===== src/rtl/sdram_pro_arbit_pkg.sv =====
// Shared definitions for the SDRAM command arbiter: command encodings
// ({cs_n, ras_n, cas_n, we_n}), arbiter state encoding and grant owner type.
package sdram_pro_arbit_pkg;

    localparam logic [3:0] NO_OPERATION = 4'b0111;
    localparam logic [3:0] PRECHARGE    = 4'b0010;
    localparam logic [3:0] AUTO_REFRESH = 4'b0001;
    localparam logic [3:0] ACTIVE       = 4'b0011;
    localparam logic [3:0] WRITE        = 4'b0100;
    localparam logic [3:0] READ         = 4'b0101;
    localparam logic [3:0] LOAD_MODE    = 4'b0000;

    typedef enum logic [2:0] {
        ST_INIT  = 3'd0,
        ST_ARBIT = 3'd1,
        ST_ATREF = 3'd2,
        ST_WRITE = 3'd3,
        ST_READ  = 3'd4
    } state_t;

    // Which of the two data engines was granted most recently.
    typedef enum logic {
        GRANT_WR = 1'b0,
        GRANT_RD = 1'b1
    } grant_t;

endpackage


===== src/rtl/sdram_pro_arbit_if.sv =====
// Engine-side and SDRAM-side bus of the arbiter.
//
// Handshake: an engine raises x_req (level) and keeps it up until the
// arbiter answers with a one-cycle x_en pulse; from then on the engine owns
// the command bus until it pulses x_end for one cycle. Requests are only
// looked at while the arbiter is idle, and an end pulse only counts when it
// comes from the engine that currently owns the bus.
interface sdram_pro_arbit_if #(
    parameter int CMD_W  = 4,
    parameter int BA_W   = 2,
    parameter int ADDR_W = 12
) ();
    import sdram_pro_arbit_pkg::*;

    logic              init_end;
    logic [CMD_W-1:0]  init_cmd;
    logic [BA_W-1:0]   init_bank;
    logic [ADDR_W-1:0] init_addr;

    logic              atref_req;
    logic              atref_end;
    logic [CMD_W-1:0]  atref_cmd;
    logic [BA_W-1:0]   atref_bank;
    logic [ADDR_W-1:0] atref_addr;

    logic              wr_req;
    logic              wr_end;
    logic [CMD_W-1:0]  wr_cmd;
    logic [BA_W-1:0]   wr_bank;
    logic [ADDR_W-1:0] wr_addr;

    logic              rd_req;
    logic              rd_end;
    logic [CMD_W-1:0]  rd_cmd;
    logic [BA_W-1:0]   rd_bank;
    logic [ADDR_W-1:0] rd_addr;

    logic              atref_en;
    logic              wr_en;
    logic              rd_en;

    logic              sdram_cke;
    logic              sdram_cs_n;
    logic              sdram_ras_n;
    logic              sdram_cas_n;
    logic              sdram_we_n;
    logic [BA_W-1:0]   sdram_ba;
    logic [ADDR_W-1:0] sdram_addr;

    // Current arbiter state, exported for observation.
    state_t            fsm_state;

    modport slave (
        input  init_end, init_cmd, init_bank, init_addr,
        input  atref_req, atref_end, atref_cmd, atref_bank, atref_addr,
        input  wr_req, wr_end, wr_cmd, wr_bank, wr_addr,
        input  rd_req, rd_end, rd_cmd, rd_bank, rd_addr,
        output atref_en, wr_en, rd_en,
        output sdram_cke, sdram_cs_n, sdram_ras_n, sdram_cas_n, sdram_we_n,
        output sdram_ba, sdram_addr,
        output fsm_state
    );

    modport master (
        output init_end, init_cmd, init_bank, init_addr,
        output atref_req, atref_end, atref_cmd, atref_bank, atref_addr,
        output wr_req, wr_end, wr_cmd, wr_bank, wr_addr,
        output rd_req, rd_end, rd_cmd, rd_bank, rd_addr,
        input  atref_en, wr_en, rd_en,
        input  sdram_cke, sdram_cs_n, sdram_ras_n, sdram_cas_n, sdram_we_n,
        input  sdram_ba, sdram_addr,
        input  fsm_state
    );

endinterface


===== src/rtl/sdram_pro_rr2.sv =====
// Two-way round-robin selector between the write and read engines.
// The result is only meaningful while at least one request is present.
module sdram_pro_rr2
    import sdram_pro_arbit_pkg::*;
(
    input  logic   wr_req,
    input  logic   rd_req,
    input  grant_t last_grant,
    output grant_t grant
);

    // When both ask, hand the bus to whichever did not have it last time.
    always_comb begin
        grant = GRANT_WR;
        if (wr_req && rd_req) begin
            grant = (last_grant == GRANT_RD) ? GRANT_WR : GRANT_RD;
        end else if (rd_req) begin
            grant = GRANT_RD;
        end
    end

endmodule


===== src/rtl/sdram_pro_arbit.sv =====
// SDRAM command arbiter: waits for init, then shares the command bus between
// refresh (highest priority) and the write/read engines (round-robin).
// All pins are registered, so every engine sees the same one-cycle latency.
module sdram_pro_arbit
    import sdram_pro_arbit_pkg::*;
#(
    parameter int CMD_W  = 4,
    parameter int BA_W   = 2,
    parameter int ADDR_W = 12
) (
    input  logic               sys_clk,
    input  logic               sys_rst_n,
    sdram_pro_arbit_if.slave   bus
);

    state_t            state, state_next;
    grant_t            last_grant, last_grant_next;
    grant_t            rr_grant;
    logic              atref_en_q, wr_en_q, rd_en_q;
    logic              atref_en_next, wr_en_next, rd_en_next;
    logic [CMD_W-1:0]  cmd_q, cmd_next;
    logic [BA_W-1:0]   ba_q, ba_next;
    logic [ADDR_W-1:0] addr_q, addr_next;

    sdram_pro_rr2 u_rr2 (
        .wr_req     (bus.wr_req),
        .rd_req     (bus.rd_req),
        .last_grant (last_grant),
        .grant      (rr_grant)
    );

    // State, grant history, grant pulses and pin registers.
    always_ff @(posedge sys_clk) begin
        if (!sys_rst_n) begin
            state      <= ST_INIT;
            last_grant <= GRANT_RD;
            atref_en_q <= 1'b0;
            wr_en_q    <= 1'b0;
            rd_en_q    <= 1'b0;
            cmd_q      <= NO_OPERATION;
            ba_q       <= '1;
            addr_q     <= '1;
        end else begin
            state      <= state_next;
            last_grant <= last_grant_next;
            atref_en_q <= atref_en_next;
            wr_en_q    <= wr_en_next;
            rd_en_q    <= rd_en_next;
            cmd_q      <= cmd_next;
            ba_q       <= ba_next;
            addr_q     <= addr_next;
        end
    end

    // Next state, grant pulses and pin mux; the mux follows the current owner.
    always_comb begin
        state_next      = state;
        last_grant_next = last_grant;
        atref_en_next   = 1'b0;
        wr_en_next      = 1'b0;
        rd_en_next      = 1'b0;
        cmd_next        = NO_OPERATION;
        ba_next         = '1;
        addr_next       = '1;
        case (state)
            ST_INIT: begin
                cmd_next  = bus.init_cmd;
                ba_next   = bus.init_bank;
                addr_next = bus.init_addr;
                if (bus.init_end) begin
                    state_next = ST_ARBIT;
                end
            end
            ST_ARBIT: begin
                if (bus.atref_req) begin
                    state_next    = ST_ATREF;
                    atref_en_next = 1'b1;
                end else if (bus.wr_req || bus.rd_req) begin
                    if (rr_grant == GRANT_WR) begin
                        state_next      = ST_WRITE;
                        wr_en_next      = 1'b1;
                        last_grant_next = GRANT_WR;
                    end else begin
                        state_next      = ST_READ;
                        rd_en_next      = 1'b1;
                        last_grant_next = GRANT_RD;
                    end
                end
            end
            ST_ATREF: begin
                cmd_next  = bus.atref_cmd;
                ba_next   = bus.atref_bank;
                addr_next = bus.atref_addr;
                if (bus.atref_end) begin
                    state_next = ST_ARBIT;
                end
            end
            ST_WRITE: begin
                cmd_next  = bus.wr_cmd;
                ba_next   = bus.wr_bank;
                addr_next = bus.wr_addr;
                if (bus.wr_end) begin
                    state_next = ST_ARBIT;
                end
            end
            ST_READ: begin
                cmd_next  = bus.rd_cmd;
                ba_next   = bus.rd_bank;
                addr_next = bus.rd_addr;
                if (bus.rd_end) begin
                    state_next = ST_ARBIT;
                end
            end
            default: begin
                state_next = ST_INIT;
            end
        endcase
    end

    assign bus.atref_en    = atref_en_q;
    assign bus.wr_en       = wr_en_q;
    assign bus.rd_en       = rd_en_q;
    assign bus.sdram_cke   = 1'b1;
    assign bus.sdram_cs_n  = cmd_q[3];
    assign bus.sdram_ras_n = cmd_q[2];
    assign bus.sdram_cas_n = cmd_q[1];
    assign bus.sdram_we_n  = cmd_q[0];
    assign bus.sdram_ba    = ba_q;
    assign bus.sdram_addr  = addr_q;
    assign bus.fsm_state   = state;

endmodule


===== src/flat_wrapper.sv =====
// flat-port wrapper written by rule: the top's interface ports become plain ports
module sdram_pro_arbit_flat import sdram_pro_arbit_pkg::*;
#(
    parameter int CMD_W  = 4,
    parameter int BA_W   = 2,
    parameter int ADDR_W = 12
)
  (sys_clk, sys_rst_n, bus_init_end, bus_init_cmd, bus_init_bank, bus_init_addr, bus_atref_req, bus_atref_end, bus_atref_cmd, bus_atref_bank, bus_atref_addr, bus_wr_req, bus_wr_end, bus_wr_cmd, bus_wr_bank, bus_wr_addr, bus_rd_req, bus_rd_end, bus_rd_cmd, bus_rd_bank, bus_rd_addr, bus_atref_en, bus_wr_en, bus_rd_en, bus_sdram_cke, bus_sdram_cs_n, bus_sdram_ras_n, bus_sdram_cas_n, bus_sdram_we_n, bus_sdram_ba, bus_sdram_addr, bus_fsm_state);
  sdram_pro_arbit_if #(.CMD_W(CMD_W), .BA_W(BA_W), .ADDR_W(ADDR_W)) bus_i ();
  input  logic sys_clk;
  input  logic sys_rst_n;
  input wire logic [$bits(bus_i.init_end)-1:0] bus_init_end;
  input wire logic [$bits(bus_i.init_cmd)-1:0] bus_init_cmd;
  input wire logic [$bits(bus_i.init_bank)-1:0] bus_init_bank;
  input wire logic [$bits(bus_i.init_addr)-1:0] bus_init_addr;
  input wire logic [$bits(bus_i.atref_req)-1:0] bus_atref_req;
  input wire logic [$bits(bus_i.atref_end)-1:0] bus_atref_end;
  input wire logic [$bits(bus_i.atref_cmd)-1:0] bus_atref_cmd;
  input wire logic [$bits(bus_i.atref_bank)-1:0] bus_atref_bank;
  input wire logic [$bits(bus_i.atref_addr)-1:0] bus_atref_addr;
  input wire logic [$bits(bus_i.wr_req)-1:0] bus_wr_req;
  input wire logic [$bits(bus_i.wr_end)-1:0] bus_wr_end;
  input wire logic [$bits(bus_i.wr_cmd)-1:0] bus_wr_cmd;
  input wire logic [$bits(bus_i.wr_bank)-1:0] bus_wr_bank;
  input wire logic [$bits(bus_i.wr_addr)-1:0] bus_wr_addr;
  input wire logic [$bits(bus_i.rd_req)-1:0] bus_rd_req;
  input wire logic [$bits(bus_i.rd_end)-1:0] bus_rd_end;
  input wire logic [$bits(bus_i.rd_cmd)-1:0] bus_rd_cmd;
  input wire logic [$bits(bus_i.rd_bank)-1:0] bus_rd_bank;
  input wire logic [$bits(bus_i.rd_addr)-1:0] bus_rd_addr;
  output wire logic [$bits(bus_i.atref_en)-1:0] bus_atref_en;
  output wire logic [$bits(bus_i.wr_en)-1:0] bus_wr_en;
  output wire logic [$bits(bus_i.rd_en)-1:0] bus_rd_en;
  output wire logic [$bits(bus_i.sdram_cke)-1:0] bus_sdram_cke;
  output wire logic [$bits(bus_i.sdram_cs_n)-1:0] bus_sdram_cs_n;
  output wire logic [$bits(bus_i.sdram_ras_n)-1:0] bus_sdram_ras_n;
  output wire logic [$bits(bus_i.sdram_cas_n)-1:0] bus_sdram_cas_n;
  output wire logic [$bits(bus_i.sdram_we_n)-1:0] bus_sdram_we_n;
  output wire logic [$bits(bus_i.sdram_ba)-1:0] bus_sdram_ba;
  output wire logic [$bits(bus_i.sdram_addr)-1:0] bus_sdram_addr;
  output wire logic [$bits(bus_i.fsm_state)-1:0] bus_fsm_state;
  assign bus_i.init_end = bus_init_end;
  assign bus_i.init_cmd = bus_init_cmd;
  assign bus_i.init_bank = bus_init_bank;
  assign bus_i.init_addr = bus_init_addr;
  assign bus_i.atref_req = bus_atref_req;
  assign bus_i.atref_end = bus_atref_end;
  assign bus_i.atref_cmd = bus_atref_cmd;
  assign bus_i.atref_bank = bus_atref_bank;
  assign bus_i.atref_addr = bus_atref_addr;
  assign bus_i.wr_req = bus_wr_req;
  assign bus_i.wr_end = bus_wr_end;
  assign bus_i.wr_cmd = bus_wr_cmd;
  assign bus_i.wr_bank = bus_wr_bank;
  assign bus_i.wr_addr = bus_wr_addr;
  assign bus_i.rd_req = bus_rd_req;
  assign bus_i.rd_end = bus_rd_end;
  assign bus_i.rd_cmd = bus_rd_cmd;
  assign bus_i.rd_bank = bus_rd_bank;
  assign bus_i.rd_addr = bus_rd_addr;
  assign bus_atref_en = bus_i.atref_en;
  assign bus_wr_en = bus_i.wr_en;
  assign bus_rd_en = bus_i.rd_en;
  assign bus_sdram_cke = bus_i.sdram_cke;
  assign bus_sdram_cs_n = bus_i.sdram_cs_n;
  assign bus_sdram_ras_n = bus_i.sdram_ras_n;
  assign bus_sdram_cas_n = bus_i.sdram_cas_n;
  assign bus_sdram_we_n = bus_i.sdram_we_n;
  assign bus_sdram_ba = bus_i.sdram_ba;
  assign bus_sdram_addr = bus_i.sdram_addr;
  assign bus_fsm_state = bus_i.fsm_state;
  sdram_pro_arbit #(.CMD_W(CMD_W), .BA_W(BA_W), .ADDR_W(ADDR_W)) u_core (.sys_clk(sys_clk), .sys_rst_n(sys_rst_n), .bus(bus_i));
endmodule

===== config.mk =====
export PLATFORM = sky130hd
export DESIGN_NAME = sdram_pro_arbit_flat
export DESIGN_NICKNAME = d
export VERILOG_FILES = /design/src/rtl/sdram_pro_arbit_pkg.sv /design/src/rtl/sdram_pro_arbit_if.sv /design/src/rtl/sdram_pro_rr2.sv /design/src/rtl/sdram_pro_arbit.sv /design/src/flat_wrapper.sv
export SDC_FILE = /design/constraint.sdc
export NUM_CORES = 1
export LEC_CHECK = 0
export BUFFER_PORTS_ARGS = -buffer_cell sky130_fd_sc_hd__clkbuf_2
export CORE_UTILIZATION = 36
export DETAILED_ROUTE_END_ITERATION = 6
export HOLD_SLACK_MARGIN = 0.12
export PLACE_DENSITY = 0.73
export SYNTH_ARGS = -nofsm -noshare
export SYNTH_HDL_FRONTEND = slang
export SYNTH_SLANG_ARGS = --single-unit

===== constraint.sdc =====
create_clock -name sys_clk -period 1.31 [get_ports sys_clk]
set_input_delay 0.0655 -clock sys_clk [delete_from_list [all_inputs] [get_ports sys_clk]]
set_output_delay 0.0655 -clock sys_clk [all_outputs]
set_load 0.02 [all_outputs]

After elaboration in Yosys (flattened, before gate mapping)
Index checks and enable logic that the tools add are counted.
Word-level totals
  latch bits: 0
  memories kept: 0
  output and inout port bits: 25
  input bits: 81
  bits in read-only memories: 0
  word-level logic and storage cells: 45
  register bits after elaboration: 25
  memory bits (writable): 0
Cells by class
  divide/modulo/power cells: 0
  equality and inequality tests: 9
  reductions and logical operators: 7
  shifts and indexed selects: 0
  multiply operators: 0
  $add $sub $neg: 0
  magnitude comparators: 0
  bitwise gates (word level): 4
  mux-type cells: 17
Operators with widths (number)
  $pmux 12 s4: 1
  $mux 3: 7
  $pmux 4 s4: 1
  $pmux 3 s5: 1
  $ne 2x2->1 const B: 4
  $pmux 2 s4: 1
  $eq 3x2->1 const B: 2
  $mux 1: 6
  $reduce_and 5->1: 1
  $not 1->1: 4
  $reduce_or 4->1: 1
  $eq 3x1->1 const B: 1
  $eq 3x3->1 const B: 1
  $logic_not 3->1: 1
  $ne 3x2->1 const B: 1
  $reduce_and 3->1: 1
  $reduce_and 2->1: 1
  $logic_and 1x1->1: 1
  $logic_or 1x1->1: 1

Logic depth before layout (Yosys ltp)
Gate-level depths: netlist (run 1).
  word-level depth: 6
  depth in mapped cells: 6
  gate-level depth less buffers: 3

Modules after synthesis
From an unflattened synthesis (run 1), not the netlist that was laid out.
Unflattened totals
  cell total of the unflattened synthesis: 166
  area, all modules: 1420.1 um^2
Modules (own cells, without submodules)
  sdram_pro_arbit: area an instance 1408.9 um^2, cells an instance 165, times used 1, seq. area each 500.5 um^2
  sdram_pro_rr2: area an instance 11.3 um^2, cells an instance 1, times used 1, seq. area each 0.0 um^2

Worst setup path before layout (run 1)
OpenSTA, ideal clock, no wires.
  path kind: reg-to-reg
  start: reg u_core.state[0], in the netlist u_core.bus.fsm_state[0]
  end: reg u_core.state[0], in the netlist u_core.bus.fsm_state[0]
  period minus slack after synthesis: 1.476 ns
  data required time: 1.191 ns
  buffers on the path: 1
  setup time: 0.119 ns
  path slack: -0.166 ns
  cell stages (with the launch flop): 5
  data arrival time: 1.358 ns
  path through: dfxtp_1 buf_2 mux2i_1 a22oi_1 o221a_2
On the way
  cells in the longest elaborated chain, start to end: 3
  elaborated cells on any way between the ends: 12
  those cells by class: eq/ne (9); mux (1); reduce/logical (2)
RTL lines
  start, declared: line sdram_pro_arbit.sv:16  | state_t state, state_next;
  start signal, assigned: line sdram_pro_arbit.sv:44  | state <= state_next;
  $eq 3x1->1, or another cell as far along: line sdram_pro_arbit.sv:65  | case (state)
  $ne 3x2->1 (no line) / $ne 2x2->1 (equally long branches)
  $reduce_and 5->1 (no line)
Parallel ways exist; a longest one is shown, timed or not.
A chain may end at the register's enable or synchronous reset.

Worst setup path after layout (run 1)
  start: reg u_core.state[1], in the netlist u_core.bus.fsm_state[1]
  end: reg u_core.state[2], in the netlist u_core.bus.fsm_state[2]
Same word-level chain as after synthesis.

==> impl_results.md, run 1 <==
- Status: complete, no violations
- Asr flop ratio synth: 0%
- Initial Util: between 30% and 40%
- Die footprint: 0.00407 mm2
- Congestion Overflow GR: 0
- H-tree depth: 1
- Setup crit start kind: register
- Detailed Route Iter0 Violations: 95
- Compound-Gate Fraction of Synth Area: 30.4%
- Setup ws final: 26.4 ps
- Biggest area consumer among synthesized cells: dfxtp_1
- Pin count of the biggest net entering global routing: 19
- VDD IR max: ~0.75 mV
- Via/cell ratio: approximately 5.1
- Die height: 63.8 um
- Critical path type: reg -> reg
- Slew Viols, Final: 0
- Initial antenna violation count: 0
- Post-Synth Adder-Cell Area: 0%
- I/O pin cnt: between 100 and 150
- Antenna Nets Post-Route: 0
- Syn_nets: 235
- Post-Synth XOR/XNOR Area: 0%
- Final setup vio count: 0
- Main combinational cell family by area after synthesis: compound AO/OA/AOI/OAI gates
- Kind of cell adding the most delay to the critical path: flip-flops
- Clock slew at reported path FFs: about 100 ps
- Worst EP arrival: 1420 ps
- Total track usage: a little under a quarter
- CTS sink count: 25
- Dpl ws: 28.8 ps
- Crit end category: register
- First-pass GRT wire length: around 7.5 mm
- DR vias: 1778
- Synth top area share: 36.4%
- Fin crit share: 98.0%
- Main area contributors after synthesis: dfxtp_1 (36%), o21ai_0 (6.9%), mux2i_1 (5.8%)
- First-pass detailed-route iteration total: 4
- Placed cell areas: 0.00200 mm2
- Slowest-stage cell, CP: dfxtp_4
- Worst EP required: around 1400 ps
- Count of different cell masters after synthesis: 36
- Hpwl dp: 3.14 mm
- Synth warn: 0
- Commonest non-fill, non-tap cell in the layout: clkbuf_2
- Die X: roughly 64 um
- Clock latency on the worst-skew pair: 270 ps
- Hold Slack: approximately 120 ps
- PortBufs: between 100 and 150
- #FFs+latches synth: 25
- Multiplexer area fraction after synthesis: roughly 11%
- Final hold vios: 0
- Leakage: 1.13 nW
- RD Place Congestion: 0.785
- Final core occ: approximately two thirds
- Cell mode on critical path: buf_4
- Worst path cell trace: buf_4, buf_4, nor4_1, a2111oi_2
- Layout cell share with drive strength beyond 1: 47.5%
- Fillers: between 200 and 300
- # nets final: around 380
- Main synth FF type: dfxtp_1
- Peak Freq: between 700 and 800 MHz
- Setup slack, reg-to-reg: 30 ps
- Cts bufs inserted: 3
- Core Area: roughly 0.0037 mm2
- Gate Count Post-Synth: about 150
- Slowest stage delay, CP: roughly 390 ps
- EDFF count, synth: 0
- Post-synthesis sequential area ratio: between 30% and 40%
- Vias in the first global route: about 1800
- Max-cap violation count: 0
- Clk buf depth: 2
- Residual DRC: 0
- Syn_area_per_cell: 8.92 um2
- Clk_skew: around 16 ps
- Synth Area in Simple Gates: between 10% and 20%
- Routed WL: between 4 and 5 mm
- Ant. Diodes: 0
- Row count: 22
- Most frequent cells in the layout: clkbuf_2 (104), dlygate4sd3_1 (38), dfxtp_1 (22)
- Post-Layout Inst Area: about 0.0025 mm2
- Worst min-delay path category: in -> reg
- WP buf/inv: 2
- Cell area after synthesis: between 0.001 and 0.0015 mm2
- Post-layout min period: approximately 1300 ps
- CTS root buffer: clkbuf_8
- Area Overhead vs Synth: 78.8%
- CTS tree: built
- Cell Pwr Density: around 1200 mW/mm2
- CP Max Fanout: 6
- RSZ-0062 raised after global routing: yes
- WL per Instance: 13.8 um
## logic make-up (layout without fill, tap and decap cells)
kind of cell,count (synthesis),in the layout
buf+inv,19,166
compound gates,60,60
other cells,1,1
flops,25,25
mux,14,14
simple gates,35,35
## power breakdown
part           switching, W  leakage [nW]  internal, W
sequential        0.0000933         0.209     0.000916
clock              0.000258        0.0260     0.000217
combinational      0.000726         0.894     0.000664
## worst paths after layout
path,startpoint,to,cells after the start
worst max-delay path,u_core.bus.fsm_state[1],u_core.bus.fsm_state[2],4
worst min-delay path,bus_rd_addr[3],u_core.bus.sdram_addr[3],3
worst max register to register,u_core.bus.fsm_state[1],u_core.bus.fsm_state[2],4
worst min register to register,u_core.last_grant,u_core.last_grant,2
## routing by layer
layer  global-route usage (%)  wire (um)  vias up
met5                        0          0        -
met4                     7.10         69        0
met3                     2.32        224        8
met2                     43.5       2510       79
met1                     26.2       2010      809
li1                         -          -      882
## timing repair
item	4_1_cts	5_1_grt
setup endpoints to repair	0	21
hold buffers	38	0
hold endpoints to repair	19	0
setup buffers	0	1
resized for setup	0	8
## flip-flops by register name, indices dropped and copies added (netlist names)
register and count:
u_core.bus.atref_en 1, u_core.cmd_q 4, u_core.bus.rd_en 1, u_core.bus.fsm_state 3
u_core.last_grant 1, u_core.bus.sdram_ba 2, u_core.bus.wr_en 1, u_core.bus.sdram_addr 12
## worst reg2reg max path: stages (launching register included)
cell and delay [ps]:
dfxtp_4 390, buf_4 150, buf_4 150, nor4_1 380, a2111oi_2 80
## stage by stage
step	power (W)	instances	setup TNS, ps
after CTS	0.00285	348	0
after floorplan	0.00182	154	-67.0
final	0.00287	349	0
after detailed placement	0.00229	306	0
after global placement	0.00226	306	0
after global routing	0.00306	349	-51.3
## layout make-up
type | instances | area [um2] | share of cell area [%]
repair buffers | 157 | 1030 | 41.8
multi-input cells | 110 | 792 | 32.2
flip-flops and latches | 25 | 512 | 20.8
well taps | 48 | 60.1 | 2.45
clock buffers | 3 | 41.3 | 1.68
inverters | 5 | 18.8 | 0.764
clock inverters | 1 | 6.26 | 0.255
## synth_stat cells (all sizes together) (2+ instances only)
library cell / count
mux2: 6
buf: 9
dfxtp: 25
inv: 5
a22oi: 8
o211ai: 5
a21oi: 4
o2111ai: 6
mux2i: 8
o21ai: 19
nand2: 9
clkbuf: 5
nand3: 2
o22ai: 7
nor2: 4
and3: 2
o2bb2ai: 5
nor2b: 4
nor4: 7
or2: 2
(Power assumes the default switching activity.)
==> inputs of run 2 (changes only) <==
Settings changed: CORE_UTILIZATION 36 to 37, CTS_BUF_LIST from default to sky130_fd_sc_hd__clkbuf_4 sky130_fd_sc_hd__clkbuf_8, PLACE_DENSITY 0.73 to 0.75.
==> impl_results.md, run 2 (synthesized netlist as in run 1, its figures left out) <==
- CTS sink count: 25 (unchanged)
- Pin count of the biggest net entering global routing: 19 (unchanged)
- Worst min-delay path category: in -> reg (unchanged)
- Leakage: 1.11 nW (was 1.13 nW)
- CP Max Fanout: 10 (was 6)
- Clock latency on the worst-skew pair: 270 ps (about the same)
- First-pass GRT wire length: 7.38 mm (was 7.46 mm)
- Clk buf depth: 2 (unchanged)
- Initial antenna violation count: 0 (unchanged)
- Cell Pwr Density: 1170 mW/mm2 (about the same)
- RSZ-0062 raised after global routing: yes (unchanged)
- Congestion Overflow GR: 0 (unchanged)
- Placed cell areas: 0.00200 mm2 (about the same)
- Setup crit start kind: register (unchanged)
- Hpwl dp: 3.12 mm (was 3.14 mm)
- Slowest-stage cell, CP: dfxtp_4 (unchanged)
- Worst EP required: 1460 ps (was 1440 ps)
- WP buf/inv: 2 (unchanged)
- Initial Util: 39.9% (was 37.5%)
- Peak Freq: 798 MHz (was 779 MHz)
- Slew Viols, Final: 0 (unchanged)
- Kind of cell adding the most delay to the critical path: flip-flops (unchanged)
- Detailed Route Iter0 Violations: 105 (was 95)
- RD Place Congestion: 0.831 (was 0.785)
- Row count: 21 (was 22)
- Clk_skew: 6.88 ps (was 16.1 ps)
- Crit end category: register (unchanged)
- VDD IR max: 0.696 mV (was 0.748 mV)
- Via/cell ratio: 5.09 (about the same)
- WL per Instance: 13.8 um (about the same)
- I/O pin cnt: 106 (unchanged)
- Fin crit share: 95.6% (was 98.0%)
- Final hold vios: 0 (unchanged)
- Max reg flops: 12 (unchanged)
- Final setup vio count: 0 (unchanged)
- Status: complete, no violations (unchanged)
- Clock slew at reported path FFs: 100 ps (about the same)
- Routed WL: 4.73 mm (was 4.81 mm)
- DR vias: 1745 (was 1778)
- Fin Setup TNS: 0 ps (unchanged)
- Worst EP arrival: 1400 ps (was 1420 ps)
- Slowest stage delay, CP: 380 ps (was 390 ps)
- Reg2reg start: u_core.bus.fsm_state[1] (unchanged)
- Die footprint: 0.00396 mm2 (was 0.00407 mm2)
- Most frequent cells in the layout: clkbuf_2 (104), dlygate4sd3_1 (37), dfxtp_1 (22) (was clkbuf_2 (104), dlygate4sd3_1 (38), dfxtp_1 (22))
- Ant. Diodes: 0 (unchanged)
- Residual DRC: 0 (unchanged)
- Post-layout min period: 1250 ps (was 1280 ps)
- Worst path cell trace: buf_12, nor4b_4, buf_4, and3_1, o21ai_0 (was buf_4, buf_4, nor4_1, a2111oi_2)
- Core Area: 0.00344 mm2 (was 0.00366 mm2)
- Antenna Nets Post-Route: 0 (unchanged)
- Critical path type: reg -> reg (unchanged)
- Total track usage: 23.4% (was 22.8%)
- Commonest non-fill, non-tap cell in the layout: clkbuf_2 (unchanged)
- Layout cell share with drive strength beyond 1: 47.8% (was 47.5%)
- Cts bufs inserted: 3 (unchanged)
- CTS tree: built (unchanged)
- First-pass detailed-route iteration total: 4 (unchanged)
- Max-cap violation count: 0 (unchanged)
- Die X: 62.9 um (was 63.8 um)
- Setup slack, reg-to-reg: 60 ps (was 30 ps)
- CTS root buffer: clkbuf_8 (unchanged)
- Vias in the first global route: 1644 (was 1797)
- H-tree depth: 1 (unchanged)
- Area Overhead vs Synth: 77.9% (was 78.8%)
- Hold Crit Start: bus_wr_addr[8] (was bus_rd_addr[3])
- Post-Layout Inst Area: 0.00244 mm2 (was 0.00246 mm2)
- CP startpoint: u_core.bus.fsm_state[1] (unchanged)
- Die height: 62.9 um (was 63.8 um)
- # nets final: 379 (was 383)
- PortBufs: 104 (unchanged)
==> run 2: changes by cell type in the layout (fill, tap and decap cells not counted), sizes merged <==
cell	change
buf	-3
clkinv	+1
dlygate4sd3	-1
inv	-1
==> run 2: per-layer routing <==
metal / global-route usage [%] / routed length [um] / up-vias
li1: - / - / 870
met1: 28.5 / 1940 / 794
met2: 40.6 / 2440 / 73
met3: 4.01 / 276 / 8
met4: 8.43 / 82 / 0
met5: 0 / 0 / -
==> run 2: per-stage QoR <==
step | hold WS, ps | worst slack, ps | cells | total power (W) | utilization, %
after global routing | 135 | -6.29 | 343 | 0.00303 | 71.0
final | 120 | 57.5 | 343 | 0.00286 | 71.0
after floorplan | 198 | -67.0 | 154 | 0.00182 | -
after global placement | 287 | 48.9 | 302 | 0.00226 | 58.1
after CTS | 120 | 6.26 | 342 | 0.00282 | 69.9
after detailed placement | 301 | -10.4 | 302 | 0.00227 | 58.1
==> run 2: area by class of cell <==
type                       instances  area (um2)
clock buffer                       3        41.3
timing repair buffer             153        1010
clock inverter                     1        5.00
multi-input combinational        110         800
sequential                        25         512
inverter                           5        18.8
fill                             245         998
tap                               46        57.6
==> run 2: worst register-to-register path, cell delays in order, from the launching register on <==
cell and delay, ps:
dfxtp_4 380, buf_12 140, nor4b_4 240, buf_4 160, and3_1 140, o21ai_0 70
==> run 2: report_power, final <==
part / switching, W / internal, W / leakage [nW] / total [W]
Sequential: 0.0000904 / 0.000916 / 0.209 / 0.00101
Combinational: 0.000725 / 0.000662 / 0.880 / 0.00139
Clock: 0.000255 / 0.000213 / 0.0255 / 0.000468
==> run 2: worst paths after layout <==
| path | to | depth (start not counted) |
|---|---|---|
| worst max-delay path | u_core.last_grant | 5 |
| worst min-delay path | u_core.bus.sdram_addr[8] | 3 |
| worst max register to register | u_core.last_grant | 5 |
| worst min register to register | u_core.last_grant | 2 |
==> run 2: repair_timing <==
item / CTS / global route
pin swaps: 1 / 0
buffers inserted: 0 / 0
gates resized for setup: 1 / 7
setup endpoints to repair: 1 / 18
hold buffers: 36 / 1
endpoints found under the hold margin: 17 / 1
==> inputs of run 3 (changes only) <==
Settings changed: CORE_UTILIZATION 37 to 41, PLACE_DENSITY 0.75 to 0.78.
Clock period 1.31 ns to 1.3 ns, I/O delays scaled along.
==> impl_results.md, run 3 (synthesized netlist as in run 1, its figures left out) <==
- Status: finished, violations left (was complete, no violations)
- Failing checks: negative setup slack
- Fillers: 168 (was 245)
- RD Place Congestion: 0.858 (was 0.831)
- Area Overhead vs Synth: 98.3% (was 77.9%)
- Core Area: 0.00313 mm2 (was 0.00344 mm2)
- Hold endpoint: u_core.cmd_q[3] (was u_core.bus.sdram_addr[8])
- Flop pwr share: 33.6% (was 35.2%)
- Cts bufs inserted: 3 (unchanged)
- Clock latency on the worst-skew pair: 330 ps (was 270 ps)
- Clock share of power: 12.0% (was 16.4%)
- Post-layout min period: 1360 ps (was 1250 ps)
- Final hold vios: 0 (unchanged)
- Clk_skew: 3.40 ps (was 6.88 ps)
- Slowest stage delay, CP: 450 ps (was 380 ps)
- Setup ws final: -60.0 ps (was 57.5 ps)
- Peak Freq: 735 MHz (was 798 MHz)
- Residual DRC: 0 (unchanged)
- Leakage: 1.23 nW (was 1.11 nW)
- First-pass GRT wire length: 8.54 mm (was 7.38 mm)
- Vias in the first global route: 2014 (was 1644)
- Hold depth: 4 (was 3)
- Worst r2r dst: u_core.bus.fsm_state[2] (was u_core.last_grant)
- Layout cell share with drive strength beyond 1: 48.3% (was 47.8%)
- CTS sink count: 25 (unchanged)
- Critical path type: reg -> reg (unchanged)
- Worst EP arrival: 1560 ps (was 1400 ps)
- Most frequent cells in the layout: clkbuf_2 (104), dlygate4sd3_1 (58), dfxtp_1 (22) (was clkbuf_2 (104), dlygate4sd3_1 (37), dfxtp_1 (22))
- Worst path cell trace: buf_4, buf_4, nor4_1, a2111oi_2 (was buf_12, nor4b_4, buf_4, and3_1, o21ai_0)
- Die X: 59.9 um (was 62.9 um)
- Commonest non-fill, non-tap cell in the layout: clkbuf_2 (unchanged)
- Max reg flops: 12 (unchanged)
- Fin crit share: 105% (was 95.6%)
- Die height: 59.9 um (was 62.9 um)
- CTS root buffer: clkbuf_4 (was clkbuf_8)
- Antenna Nets Post-Route: 0 (unchanged)
- Hold Crit Start: bus_wr_cmd[3] (was bus_wr_addr[8])
- I/O pin cnt: 106 (unchanged)
- DR vias: 2048 (was 1745)
- PortBufs: 104 (unchanged)
- Initial antenna violation count: 0 (unchanged)
- Slew Viols, Final: 0 (unchanged)
- Reg2reg start: u_core.bus.fsm_state[1] (unchanged)
- Sw Pwr: 0.00120 W (was 0.00107 W)
- Crit end category: register (unchanged)
- Hold Slack: 138 ps (was 120 ps)
- Initial Util: 43.9% (was 39.9%)
- CTS tree: built (unchanged)
- Die footprint: 0.00359 mm2 (was 0.00396 mm2)
- Max-cap violation count: 0 (unchanged)
- H-tree depth: 1 (unchanged)
- Switching part of the total: 39.8% (was 37.4%)
- Worst EP required: 1500 ps (was 1460 ps)
- First-pass detailed-route iteration total: 5 (was 4)
- RSZ-0062 raised after global routing: yes (unchanged)
- Congestion Overflow GR: 0 (unchanged)
- Cell mode on critical path: buf_4
- CP Max Fanout: 4 (was 10)
- Power Internal: 0.00182 W (was 0.00179 W)
- Placed insts: 302 (unchanged)
- Routed WL: 6.46 mm (was 4.73 mm)
- Gate power share: 54.3% (was 48.5%)
- Row count: 20 (was 21)
- Pin count of the biggest net entering global routing: 21 (was 19)
- Worst min-delay path category: in -> reg (unchanged)
- Finished Layout Cells: 371 (was 343)
- Worst-margin pin slew: just over 500 ps
- Overall power: 0.00303 W (was 0.00286 W)
- Setup slack, reg-to-reg: -60 ps (was 60 ps)
- # nets final: 409 (was 379)
- Final setup vio count: 4 (was 0)
- CP startpoint: u_core.bus.fsm_state[1] (unchanged)
- Total track usage: 32.7% (was 23.4%)
- Clk buf depth: 2 (unchanged)
- WL per Instance: 17.4 um (was 13.8 um)
- Slowest-stage cell, CP: nor4_1 (was dfxtp_4)
- Reg2reg path depth: 4 (was 5)
- Ant. Diodes: 0 (unchanged)
- Setup crit start kind: register (unchanged)
- Detailed Route Iter0 Violations: 102 (was 105)
- Slew HR: between 60% and 70%
- Clock slew at reported path FFs: 140 ps (was 100 ps)
- Cell Pwr Density: 1110 mW/mm2 (was 1170 mW/mm2)
- Hpwl dp: 3.38 mm (was 3.12 mm)
- VDD IR max: 0.650 mV (was 0.696 mV)
- Via/cell ratio: 5.52 (was 5.09)
-- run 3: worst max-delay path by stage --
stage                               endpoint  slack (ps)  cells after the start
floorplan            u_core.bus.fsm_state[0]         -10                      4
global placement     u_core.bus.fsm_state[0]          10                      4
detailed placement   u_core.bus.fsm_state[0]          -9                      4
CTS                 u_core.bus.sdram_addr[8]          -3                      4
global route         u_core.bus.fsm_state[2]        -120                      5
finish               u_core.bus.fsm_state[2]         -60                      4
-- run 3: area by class of cell --
| cell class | count | area [um2] | area share [%] |
|---|---|---|---|
| clock buffer | 3 | 22.5 | 0.827 |
| tap | 44 | 55.1 | 2.02 |
| multi-input combinational | 110 | 835 | 30.6 |
| timing repair buffer | 183 | 1270 | 46.8 |
| inverter | 5 | 18.8 | 0.689 |
| sequential | 25 | 512 | 18.8 |
| clock inverter | 1 | 7.51 | 0.276 |
-- run 3: timing repair --
action,CTS,global route
pin swaps,0,3
endpoints found under the hold margin,22,0
hold buffers,58,0
endpoints found under the setup margin,3,18
buffers inserted,0,7
resized for setup,2,19
-- run 3: power by group through the flow --
stage / Clock [W] / Combinational, W / Sequential, W
2_1_floorplan: 0 / 0.000668 / 0.00118
3_3_place_gp: 0 / 0.00124 / 0.00105
3_5_place_dp: 0 / 0.00125 / 0.00105
4_1_cts: 0.000366 / 0.00140 / 0.00103
5_1_grt: 0.000390 / 0.00173 / 0.00103
6_report: 0.000364 / 0.00164 / 0.00102
-- run 3: metrics by stage --
stage	worst slack (ps)	utilization, %	setup TNS (ps)	cell area, um2
3_5_place_dp	-8.68	63.7	-8.68	1990
4_1_cts	-3.50	83.5	-3.50	2610
3_3_place_gp	13.7	63.7	0	1990
5_1_grt	-123	87.1	-522	2720
2_1_floorplan	-10.4	-	-10.4	1390
6_report	-60.0	87.1	-136	2720
-- run 3: worst max-delay path: cells and delay by family (launching register included) --
| kind | cells | cell delay, ps |
|---|---|---|
| AOI/OAI and AO/OA | 1 | 100 |
| and+or+nand+nor | 1 | 450 |
| buffers and inverters | 2 | 300 |
| DFF | 1 | 390 |
-- run 3: routing by layer --
layer  share of wire [%]  vias up  global-route usage, %
li1                    -      938                      -
met1                  34      909                   29.8
met2                  52      166                   62.9
met3                 9.0       35                   6.06
met4                 5.7        0                   24.9
met5                   0        -                      0
